<file path="src/rtl/seven_seg_scan.sv">
// Four-digit multiplexed seven-segment scanner with dead-time blanking,
// leading-zero blanking and a frame-synchronous load handshake.
module seven_seg_scan #(
  parameter int unsigned CLK_DIV        = 1000,
  parameter int unsigned BLANK_CYC      = 16,
  parameter bit          DIG_ACTIVE_LOW = 1'b1
) (
  input  logic        clk,
  input  logic        rst,
  input  logic [15:0] value_in,
  input  logic [3:0]  dp_in,
  input  logic        load,
  input  logic [3:0]  digit_en,
  input  logic        lzb_en,
  output logic [3:0]  nibble,
  output logic [3:0]  dig_sel,
  output logic        dp,
  output logic        load_ack,
  output logic        frame_tick
);

  typedef enum logic {BLANK, DRIVE} state_t;

  state_t      state;
  logic [15:0] cnt;
  logic [1:0]  idx;
  logic [15:0] active;
  logic [3:0]  dp_active;
  logic [15:0] pend_val;
  logic [3:0]  pend_dp;
  logic        pend;

  logic        wrap;
  logic        boundary;
  logic [15:0] cnt_nxt;
  logic [3:0]  lz;
  logic        shown;
  logic [3:0]  sel_on;
  logic [3:0]  sel_idle;

  assign sel_idle = DIG_ACTIVE_LOW ? 4'b1111 : 4'b0000;

  always_comb begin
    wrap     = (cnt == 16'(CLK_DIV - 1));
    boundary = wrap && (idx == 2'd3);
    cnt_nxt  = wrap ? '0 : cnt + 16'd1;
    // A digit is blanked only when it and every more significant nibble are zero.
    lz       = '0;
    lz[1]    = lzb_en && (active[15:4] == 12'd0);
    lz[2]    = lzb_en && (active[15:8] == 8'd0);
    lz[3]    = lzb_en && (active[15:12] == 4'd0);
    shown    = digit_en[idx] && !lz[idx];
    sel_on   = '0;
    if (state == DRIVE && shown) sel_on = 4'b0001 << idx;
  end

  // Scan counter, digit index and slot state.
  always_ff @(posedge clk) begin
    if (rst) begin
      cnt   <= '0;
      idx   <= '0;
      state <= BLANK;
    end else begin
      cnt   <= cnt_nxt;
      if (wrap) idx <= idx + 2'd1;
      state <= ({16'd0, cnt_nxt} < BLANK_CYC) ? BLANK : DRIVE;
    end
  end

  // Load handshake: active data only changes on a frame boundary.
  always_ff @(posedge clk) begin
    if (rst) begin
      active    <= '0;
      dp_active <= '0;
      pend_val  <= '0;
      pend_dp   <= '0;
      pend      <= 1'b0;
    end else if (boundary) begin
      if (load) begin
        active    <= value_in;
        dp_active <= dp_in;
      end else if (pend) begin
        active    <= pend_val;
        dp_active <= pend_dp;
      end
      pend <= 1'b0;
    end else if (load) begin
      pend_val <= value_in;
      pend_dp  <= dp_in;
      pend     <= 1'b1;
    end
  end

  always_ff @(posedge clk) begin
    if (rst) begin
      nibble     <= '0;
      dig_sel    <= sel_idle;
      dp         <= 1'b0;
      load_ack   <= 1'b0;
      frame_tick <= 1'b0;
    end else begin
      nibble     <= active[4*idx +: 4];
      dig_sel    <= DIG_ACTIVE_LOW ? ~sel_on : sel_on;
      dp         <= (state == DRIVE) && shown && dp_active[idx];
      load_ack   <= boundary && (pend || load);
      frame_tick <= boundary;
    end
  end

endmodule
</file>
<file path="config.mk">
export PLATFORM = sky130hd
export DESIGN_NAME = seven_seg_scan
export DESIGN_NICKNAME = d
export VERILOG_FILES = /design/src/rtl/seven_seg_scan.sv
export SDC_FILE = /design/constraint.sdc
export NUM_CORES = 1
export LEC_CHECK = 0
export CELL_PAD_IN_SITES_DETAIL_PLACEMENT = 0
export CELL_PAD_IN_SITES_GLOBAL_PLACEMENT = 1
export CORE_UTILIZATION = 47
export CTS_CLUSTER_DIAMETER = 30
export DETAILED_ROUTE_END_ITERATION = 16
export PLACE_DENSITY = 0.86
export SYNTH_ARGS = -nofsm -noshare
export SYNTH_HDL_FRONTEND = slang
export SYNTH_SLANG_ARGS = --single-unit
</file>
<file path="constraint.sdc">
create_clock -name clk -period 3.8 [get_ports clk]
set_clock_uncertainty 0.2 [all_clocks]
set_input_delay 0.38 -clock clk [delete_from_list [all_inputs] [get_ports clk]]
set_output_delay 0.38 -clock clk [all_outputs]
set_load 0.03 [all_outputs]
</file>
Word level (Yosys, flattened, before mapping)

Cells that the tools add are included.

Output and inout port bits: 11
Register bits: 71
Input bits: 28
Word-level logic and storage cells: 53

Add/subtract/negate cells: 2
Shifts and indexed selects: 2
$lt $le $gt $ge: 2
Reduce and logical (&&, ||, !) cells: 17
Mux-type cells: 13
Equality and inequality tests: 2
Bitwise operators: 2

Operator list:

| kind                  | count |
|---|---|
| $mux 16               | 3 |
| $add 16x1->16 const B | 1 |
| $eq 16x10->1 const B  | 1 |
| $lt 16x5->1 const B   | 1 |
| $shiftx 16x5->4       | 1 |
| $logic_not 12->1      | 1 |
| $mux 4                | 3 |
| $logic_and 1x1->1     | 8 |
| $logic_not 8->1       | 1 |
| $bmux 1 s2            | 3 |
| $logic_not 4->1       | 1 |
| $mux 1                | 4 |
| $not 4->4             | 1 |
| $reduce_and 2->1      | 2 |
| $shl 1x2->4 const A   | 1 |
| $lt 2x3->1 const B    | 1 |
| $add 2x1->2 const B   | 1 |
| $eq 2x2->1 const B    | 1 |
| $reduce_bool 2->1     | 1 |
| $reduce_or 2->1       | 1 |
| $logic_not 1->1       | 1 |
| $logic_or 1x1->1      | 1 |
| $not 1->1             | 1 |

Longest topological paths before layout

Gate-level depths: netlist of run 1.

Depth after elaboration: 9
Mapped depth: 7
Gate-level depth less buffers: 6

Least setup slack after synthesis of run 1

Ideal clock, no wire load.

Path kind: flip-flop to flip-flop
Start: register cnt[0]
End: register state
Arrival: 1.574 ns
Required time: 3.480 ns
Setup time: 0.120 ns
Cell stages (with the launch flop): 7
Period minus slack after synthesis: 1.894 ns
Path slack: 1.906 ns
Path through: dfxtp_1 ha_1 and2_1 and2_1 and3_1 o31a_1 a211o_1

Longest elaborated chain between the ends: 4

RTL lines:

| element                                       | line   | source |
|---|---|---|
| start, declared                               | 25     | `logic [15:0] cnt;` |
| start signal, assigned                        | 64     | `cnt <= cnt_nxt;` |
| $add 16x1->16 or $eq 16x10->1 (tied branches) | 46, 44 |  |
| $mux 16 *                                     | 46     | `cnt_nxt = wrap ? '0 : cnt + 16'd1;` |
| $lt 16x5->1 *                                 | 66     | `state <= ({16'd0, cnt_nxt} < BLANK_CYC) ? BLANK : DRIVE;` |
| $mux 1 *                                      | 66     |  |
| end signal, assigned                          | 66     |  |
| end, declared                                 | 24     | `state_t state;` |

Every way passes the cells marked *; elsewhere a longest branch is shown, timed or not.
A chain may end at the register's enable or synchronous reset.

Worst setup path in the final report of run 1

Start: register cnt[3]
End: register pend_val[12]

Longest elaborated chain between the ends: 4

RTL lines:

| element                           | line | source |
|---|---|---|
| $eq 16x10->1                      | 44   | `wrap = (cnt == 16'(CLK_DIV - 1));` |
| $logic_and 1x1->1                 | 45   | `boundary = wrap && (idx == 2'd3);` |
| $not 1->1 (no source line)        | -    |  |
| $reduce_and 2->1 (no source line) | -    |  |
| end signal, assigned              | 88   | `pend_val <= value_in;` |
| end, declared                     | 29   | `logic [15:0] pend_val;` |

Every way passes these cells.

==> metrics.txt, run 1 <==
# rows=30; CP max FO=12; syn nets=353; CTS Buffer Depth=2; GR Util All Layers=0.182; register area share after synthesis=0.436; FF-to-FF setup slack=1.40 ns; hold endpoint=nibble[0]; CP Launch Type=flip-flop; Yosys warning total=0; post-CTS setup buffers=0; Top delay family on crit path=simple AND/OR/NAND/NOR gates; CP Class=flip-flop to flip-flop; Post-synth EDFFs=0; Nets=385; DRT iter0 DRCs=91; initial antenna violation count=0; Setup Viol. Count Final=0; Post-CTS Hold Fix Bufs=0; final slew viol count=0; DRT Wirelength=6120 um; ys flop type=dfxtp_1; clk sinks=71; Die X=85.3 um; Setup TNS Final=0 ns; core area=0.00676 mm^2; I/O Pins=39; total grt overflow=0; PwrDens=402 mW/mm^2; Hold Vio Cnt, Final=0; total CTS buffers=9; fillers=589; status=complete, no violations; Initial Util=0.483; Worst setup EP type=flip-flop; DRT Pass-1 Iters=5; first-pass GRT wire length=10400 um; WHS=0.243 ns; Post-DP HPWL=4350 um; Hold Path Depth=3; RSZ-0062 raised after global routing=no; Vias per Instance=5.28; Routed Antenna Nets=0; vias in the first global route=2194; Avg Cell Area, Syn=10.2 um^2; Mapped Cells=319; DRC=0; I/O Buffers=38; Slowest cell on crit path=o31a_1; final cycle utilization of the critical path=0.631; Max-Slew Margin vs Limit=0.567; CTS tree=built; Worst R2R Start=cnt[3]; Worst-path clk slew=0.07 ns; min-delay src=rst; Mapped Area=0.00326 mm^2; GPL Wtd Cong=0.795; share of layout cells above drive strength 1=0.149; Final Power=1560 uW; max cap viols=0; post-CTS sizing=0; Register-to-Register Path Depth=6; Slew @ Worst Pin=0.649 ns; Req. time, crit path=3.80 ns; reg2reg end=pend_val[12]; die height=85.3 um; Data arrival, critical path=2.40 ns; peak supply drop=0.203 mV; Synth async-reset ratio=0; Routed WL per cell=14.0 um; clk root buf=clkbuf_8; P_leak=0.00148 uW; worst path bufs/invs=1; area of the die=0.00728 mm^2; diode count=0; Min-Delay Path Class=input pin to flip-flop; clk_lat worst skew=0.34 ns; vias=2304; Max Freq=417 MHz; min Tclk post-route=2.40 ns; htree depth=3; critical path, cell by cell=nor4b_2, nand4_2, o31a_1, buf_4, mux2i_1, nor2_1; area grow syn2layout=18.9%; largest net degree at the start of global routing=53; Synth Register Bits=71; Synth cell types=37; CP max stage delay=0.49 ns
[metal layers]
layer	part of all wire	global-route usage	vias to the layer above
met5	0	0	-
met4	0.015	0.0591	0
met3	0.040	0.0574	7
met2	0.43	0.279	42
met1	0.51	0.245	1072
li1	-	-	1183
[flip-flops by register name (all words and copies together), names as in the netlist]
signal and cells:
active 16, cnt 16, pend_val 16, dig_sel 4, dp_active 4, nibble 4
pend_dp 4, idx 2, dp 1, frame_tick 1, load_ack 1, pend 1
state 1
[Yosys cell counts (2+ instances only)]
| cell | count | area, um^2 |
|---|---|---|
| o21ai_0 | 5 | 25.0 |
| nor3_1 | 2 | 10.0 |
| a21oi_1 | 2 | 10.0 |
| a211o_1 | 2 | 17.5 |
| clkbuf_1 | 10 | 37.5 |
| mux4_2 | 6 | 135 |
| nor4_1 | 3 | 18.8 |
| nand4_1 | 5 | 31.3 |
| inv_1 | 5 | 18.8 |
| a31oi_1 | 2 | 12.5 |
| buf_4 | 2 | 15.0 |
| nand2_1 | 12 | 45.0 |
| a211oi_2 | 20 | 250 |
| ha_1 | 6 | 75.1 |
| nor2_1 | 63 | 236 |
| and2_1 | 7 | 43.8 |
| xnor2_1 | 10 | 87.6 |
| buf_2 | 4 | 20.0 |
| and3_1 | 5 | 31.3 |
| dfxtp_1 | 71 | 1420 |
| mux2i_1 | 41 | 410 |
| and4_1 | 2 | 17.5 |
| o31a_1 | 2 | 17.5 |
| nand3_1 | 8 | 40.0 |
| xor2_1 | 9 | 78.8 |
| buf_6 | 4 | 45.0 |
[logic make-up after synthesis]
group                    share of synthesized area
flip-flops                                   0.436
AO/OA/AOI/OAI                                0.109
multiplexers                                 0.167
AND/OR/NAND/NOR                              0.169
adder cells (fa/ha/maj)                     0.0230
XOR/XNOR                                    0.0510
buffers and inverters                       0.0445
[cell usage in the layout (no fill, tap or decap), drive strengths merged, types with 6 or more instances in the layout]
cell           netlist  layout
dfxtp               71      71
nor2                63      63
mux2i               41      41
clkdlybuf4s50        0      37
a211oi              21      21
nand2               12      12
clkbuf              11      12
xnor2               10      10
xor2                 9       9
nand3                8       8
and2                 7       7
mux4                 6       6
ha                   6       6
inv                  5       6
nand4                6       6
buf                 11       6
[worst min-delay path, cell delays in order]
cell and delay [ns]:
buf_2 0.09, inv_1 0.11, and2_1 0.16
[where the power goes]
part | switching, uW | internal [uW]
logic | 52.7 | 54.3
clock network | 275 | 408
registers | 10.2 | 760
total | 338 | 1220
[worst max path at each step]
stage / startpoint / end / slack [ns] / depth (start not counted)
2_1_floorplan: cnt[0] / state / 1.91 / 6
3_3_place_gp: load / pend_val[9] / 1.42 / 5
3_5_place_dp: idx[0] / pend_dp[3] / 1.41 / 6
4_1_cts: idx[0] / pend_val[12] / 1.40 / 6
5_1_grt: idx[0] / active[12] / 1.25 / 6
6_report: cnt[3] / pend_val[12] / 1.40 / 6
[layout make-up]
class                      instances  area [um^2]  share of cell area
clock inverter                     4         76.3              0.0197
tap                               80          100              0.0258
multi-input combinational        221         1700               0.437
clock buffer                      12          155              0.0400
sequential                        71         1420               0.366
timing repair buffer              43          413               0.106
inverter                           5         18.8             0.00484
[through the flow]
step,cells,utilization,setup slack (ns),area (um^2)
floorplan,319,-,1.91,3260
global placement,420,0.540,1.42,3650
detailed placement,420,0.540,1.41,3650
CTS,436,0.574,1.40,3880
global route,436,0.574,1.25,3880
finish,436,0.574,1.40,3880
No activity file was read; power rests on OpenSTA's default activity.
==> run 2, diff against run 1 <==
--- a/config.mk
+++ b/config.mk
@@ -7,10 +7,10 @@
 export LEC_CHECK = 0
 export CELL_PAD_IN_SITES_DETAIL_PLACEMENT = 0
 export CELL_PAD_IN_SITES_GLOBAL_PLACEMENT = 1
-export CORE_UTILIZATION = 47
+export CORE_UTILIZATION = 39
 export CTS_CLUSTER_DIAMETER = 30
 export DETAILED_ROUTE_END_ITERATION = 16
-export PLACE_DENSITY = 0.86
+export PLACE_DENSITY = 0.76
 export SYNTH_ARGS = -nofsm -noshare
 export SYNTH_HDL_FRONTEND = slang
 export SYNTH_SLANG_ARGS = --single-unit
==> constraint.sdc (replaced) <==
create_clock -name clk -period 2.1 [get_ports clk]
set_clock_uncertainty 0.2 [all_clocks]
set_input_delay 0.21 -clock clk [delete_from_list [all_inputs] [get_ports clk]]
set_output_delay 0.21 -clock clk [all_outputs]
set_load 0.03 [all_outputs]
==> metrics.txt, run 2 (synthesis gave the netlist of run 1 again) <==
vias=2410 (+4.6%); largest net degree at the start of global routing=41 (-23%); Vias per Instance=5.04 (-4.6%); PwrDens=660 mW/mm^2 (+64%); GPL Wtd Cong=0.769 (-3.3%); Post-DP HPWL=4630 um (+6.4%); Worst-path clk slew=0.08 ns (about the same); Data arrival, critical path=2.01 ns (-0.39 ns); initial antenna violation count=0 (unchanged); core area=0.00793 mm^2 (+17%); vias in the first global route=2347 (+7.0%); Int Power=2060 uW (+69%); clk sinks=71 (unchanged); Nets=405 (+5.2%); total grt overflow=0 (unchanged); clk_lat worst skew=0.35 ns (about the same); area grow syn2layout=25.4%; CP max FO=20 (+8); max cap viols=0 (unchanged); htree depth=3 (unchanged); switching share of power=0.236 (+0.0196); Setup Viol. Count Final=0 (unchanged); Setup TNS Final=0 ns (unchanged); min Tclk post-route=1.99 ns (-0.407 ns); DRT Wirelength=6720 um (+9.7%); I/O Pins=39 (unchanged); Max-Slew Margin vs Limit=0.708 (+0.141); post-route cell area=0.00409 mm^2 (+5.4%); P_leak=0.00158 uW (+6.9%); Hold Vio Cnt, Final=0 (unchanged); min-delay src=rst; peak supply drop=0.391 mV (+92%); CTS tree=built; DRC=0 (unchanged); final cycle utilization of the critical path=0.949 (+0.317); Switch Pwr=638 uW (+89%); first-pass GRT wire length=11200 um (+7.7%); final slew viol count=0 (unchanged); sequential share of power=0.515 (+0.022); RSZ-0062 raised after global routing=no; Slew @ Worst Pin=0.438 ns (-0.211 ns); GR Util All Layers=0.166 (-0.0158); Worst R2R Start=cnt[4]; Routed WL per cell=14.1 um (about the same); Worst setup EP type=flip-flop; clk root buf=clkbuf_8; CP Launch Type=flip-flop; die height=93.5 um (+9.5%); I/O Buffers=38 (unchanged); crit path from=cnt[4]; DRT Pass-1 Iters=4 (-1); total CTS buffers=9 (unchanged); Routed Antenna Nets=0 (unchanged); DRT iter0 DRCs=90 (-1.1%); area post-placement=0.00383 mm^2 (+4.9%); Min-Delay Path Class=input pin to flip-flop; share of layout cells above drive strength 1=0.207 (+0.0586); commonest non-fill, non-tap cell in the layout=dfxtp_1; Post-CTS Hold Fix Bufs=0 (unchanged); status=complete, no violations; Req. time, crit path=2.12 ns (-1.68 ns); Clock Power Share=0.407 (-0.031); diode count=0 (unchanged); area of the die=0.00874 mm^2 (+20%); # rows=32 (+6.7%); most frequent cells in the layout=68 x dfxtp_1, 63 x nor2_1, 41 x mux2i_1; Max Freq=502 MHz (+20%); Die X=93.5 um (+9.5%); CTS Buffer Depth=2 (unchanged); combinational share of power=0.078 (+0.009); Top Registers=active x16, cnt x16, pend_val x16; Initial Util=0.412 (-0.0713); CP Class=flip-flop to flip-flop
==> run 2: cell count changes in the layout (fill, tap and decap cells not counted), sizes merged <==
| cell | before | now |
|---|---|---|
| buf | 6 | 25 |
| clkinv | 0 | 1 |
| clkinvlp | 1 | 3 |
| inv | 6 | 5 |
| bufinv | 2 | 1 |
==> run 2: worst max-delay path, stage by stage, from the launching register on <==
cell and delay (ns):
dfxtp_1 0.38, nor4b_4 0.35, nand4_4 0.18, nor4_4 0.22, buf_4 0.18, buf_6 0.25
a211oi_2 0.10
==> run 2: path summary, 6_finish.rpt <==
kind                      to  slack, ns  cells after the start
setup / recovery  active[10]       0.11                      6
hold / removal     nibble[3]        0.1                      3
setup reg to reg  active[10]       0.11                      6
hold reg to reg       cnt[0]       0.27                      1
==> run 2: area by class of cell <==
cell class                      count  area (um^2)
Fill cell                         724         3840
Multi-Input combinational cell    221         1720
Sequential cell                    71         1430
Timing Repair Buffer               63          601
Clock buffer                       11          141
Tap cell                          102          128
Clock inverter                      5         57.6
Inverter                            5         18.8
==> run 2: timing repair <==
action / CTS / global route
resized for setup: 0 / 8
endpoints found under the setup margin: 0 / 33
setup buffers: 0 / 1
==> run 2: metrics by stage <==
stage / setup slack [ns] / utilization / hold slack (ns) / cells / total power [uW]
after floorplan: 0.206 / - / 0.157 / 319 / 1540
after global placement: 0.136 / 0.483 / 0.270 / 459 / 1630
after detailed placement: 0.0765 / 0.483 / 0.283 / 459 / 1630
after CTS: 0.0851 / 0.508 / 0.0877 / 475 / 2730
after global routing: 0.00617 / 0.516 / 0.126 / 478 / 2810
final: 0.108 / 0.516 / 0.0979 / 478 / 2700
==> run 2: routing by layer <==
| layer | track usage | part of all wire |
|---|---|---|
| met1 | 0.245 | 0.53 |
| met2 | 0.227 | 0.42 |
| met3 | 0.0325 | 0.036 |
| met4 | 0.0846 | 0.018 |
| met5 | 0 | 0 |
==> run 2: power groups by stage <==
stage	Combinational [uW]	Sequential (uW)	Clock, uW
2_1_floorplan	122	1420	0
3_3_place_gp	209	1420	0
6_report	210	1390	1100
5_1_grt	231	1400	1180
4_1_cts	212	1390	1120
3_5_place_dp	210	1420	0
==> run 3, diff against run 2 <==
--- a/config.mk
+++ b/config.mk
@@ -7,6 +7,7 @@
 export LEC_CHECK = 0
 export CELL_PAD_IN_SITES_DETAIL_PLACEMENT = 0
 export CELL_PAD_IN_SITES_GLOBAL_PLACEMENT = 1
+export CORE_MARGIN = 2
 export CORE_UTILIZATION = 39
 export CTS_CLUSTER_DIAMETER = 30
 export DETAILED_ROUTE_END_ITERATION = 16
==> metrics.txt, run 3 (synthesis gave the netlist of run 1 again) <==
GR Layer Usage met3=0.0411 (+0.00859); Min-Delay Path Class=input pin to flip-flop; Routed Antenna Nets=0 (unchanged); Top delay family on crit path=simple AND/OR/NAND/NOR gates; final cycle utilization of the critical path=0.938 (-0.0105); Setup WS pre-CTS=0.0439 ns (-0.0325 ns); largest net degree at the start of global routing=53 (+29%); I/O Pins=39 (unchanged); Max-Slew Margin vs Limit=0.564 (-0.144); CP Class=flip-flop to flip-flop; Initial Util=0.399 (-0.0125); critical path, cell by cell=nor4b_4, nand4_4, nor4_4, buf_4, clkbuf_16, nor2_1, a211oi_2; DRT iter0 DRCs=131 (+46%); vias in the first global route=2295 (-2.2%); area post-placement=0.00379 mm^2 (-0.95%); core area=0.00818 mm^2 (+3.1%); Vias per Instance=5.00 (-0.83%); initial antenna violation count=0 (unchanged); Top Registers=active x16, cnt x16, pend_val x16; I/O Buffers=38 (unchanged); share of layout cells above drive strength 1=0.205 (-0.00204); Worst-path clk slew=0.08 ns (about the same); DRT Wirelength=6720 um (about the same); htree depth=3 (unchanged); worst path bufs/invs=2 (unchanged); commonest non-fill, non-tap cell in the layout=dfxtp_1; vias=2375 (-1.5%); # rows=33 (+3.1%); peak supply drop=0.296 mV (-24%); post-route core utilization=0.499 (-0.0167); max cap viols=0 (unchanged); Worst setup EP type=flip-flop; first-pass GRT wire length=11200 um (-0.37%); Hold Vio Cnt, Final=0 (unchanged); Die X=95.5 um (+2.1%); Slowest cell on crit path=dfxtp_2; diode count=0 (unchanged); Max Freq=508 MHz (+1.1%); Data arrival, critical path=2.04 ns (+0.03 ns); status=complete, no violations; met1 usage=0.225 (-0.0197); placed insts=455 (-0.87%); PwrDens=647 mW/mm^2 (-1.9%); GR Util All Layers=0.160 (-0.00583); DRC=0 (unchanged); GRT Max-Usage Layer=met2; CTS tree=built; met2 GRT Util=0.233 (+0.00627); final slew viol count=0 (unchanged); GPL Wtd Cong=0.798 (+3.8%); Routed WL per cell=14.1 um (+0.62%); Nets=399 (-1.5%); area of the die=0.00911 mm^2 (+4.3%); DRT Pass-1 Iters=4 (unchanged); post-route cell area=0.00408 mm^2 (-0.21%); Req. time, crit path=2.17 ns (+0.05 ns); total grt overflow=0 (unchanged); most frequent cells in the layout=65 x dfxtp_1, 63 x nor2_1, 41 x mux2i_1; CP max stage delay=0.36 ns (-0.02 ns); total CTS buffers=9 (unchanged); die height=95.5 um (+2.1%); WHS=0.0780 ns (-0.0199 ns); Post-DP HPWL=4620 um (-0.19%); P_leak=0.00158 uW (-0.14%); clk sinks=71 (unchanged); area grow syn2layout=25.1%; min Tclk post-route=1.97 ns (-0.0221 ns); clk root buf=clkbuf_8; Post-CTS Hold Fix Bufs=0 (unchanged); CTS Buffer Depth=2 (unchanged); Slew @ Worst Pin=0.654 ns (+0.216 ns); CP Launch Type=flip-flop; Setup Viol. Count Final=0 (unchanged); Finished Layout Cells=475 (-0.63%); setup ws final=0.130 ns (+0.0221 ns); clk_lat worst skew=0.34 ns (about the same); CP max FO=10 (-50%)
[run 3: final cells by class]
cell class	count	area [um^2]
Multi-Input combinational cell	221	1740
Inverter	5	18.8
Tap cell	105	131
Timing Repair Buffer	57	572
Clock buffer	13	179
Sequential cell	71	1430
Clock inverter	3	15.0
Fill cell	768	4090
[run 3: worst paths after layout]
check | depth (start not counted) | from | slack (ns) | endpoint
hold reg to reg | 2 | pend_dp[2] | 0.29 | pend_dp[2]
setup / recovery | 7 | cnt[4] | 0.13 | dp_active[0]
hold / removal | 3 | rst | 0.08 | nibble[1]
setup reg to reg | 7 | cnt[4] | 0.13 | dp_active[0]
[run 3: layer usage]
metal	share of wire	vias up
met1	0.50	1115
met2	0.44	35
met5	0	-
met3	0.036	9
met4	0.019	0
li1	-	1216
[run 3: tightest hold or removal path: cells and delay by family]
family / cells / cell delay (ns)
buffers and inverters: 2 / 0.19
and+or+nand+nor: 1 / 0.17
[run 3: report_power, final]
part / total [uW] / internal (uW) / switching (uW)
Sequential: 1390 / 1370 / 18.5
Clock: 1050 / 552 / 494
Combinational: 203 / 105 / 97.7
[run 3: timing repair]
item / 4_1_cts / 5_1_grt
resized for setup: 0 / 14
buffers inserted: 0 / 2
endpoints found under the setup margin: 0 / 41
[run 3: per-stage QoR]
step / power [uW] / TNS, ns
finish: 2640 / 0
global route: 2760 / -0.0115
CTS: 2670 / 0
detailed placement: 1630 / 0
global placement: 1630 / 0
floorplan: 1540 / 0
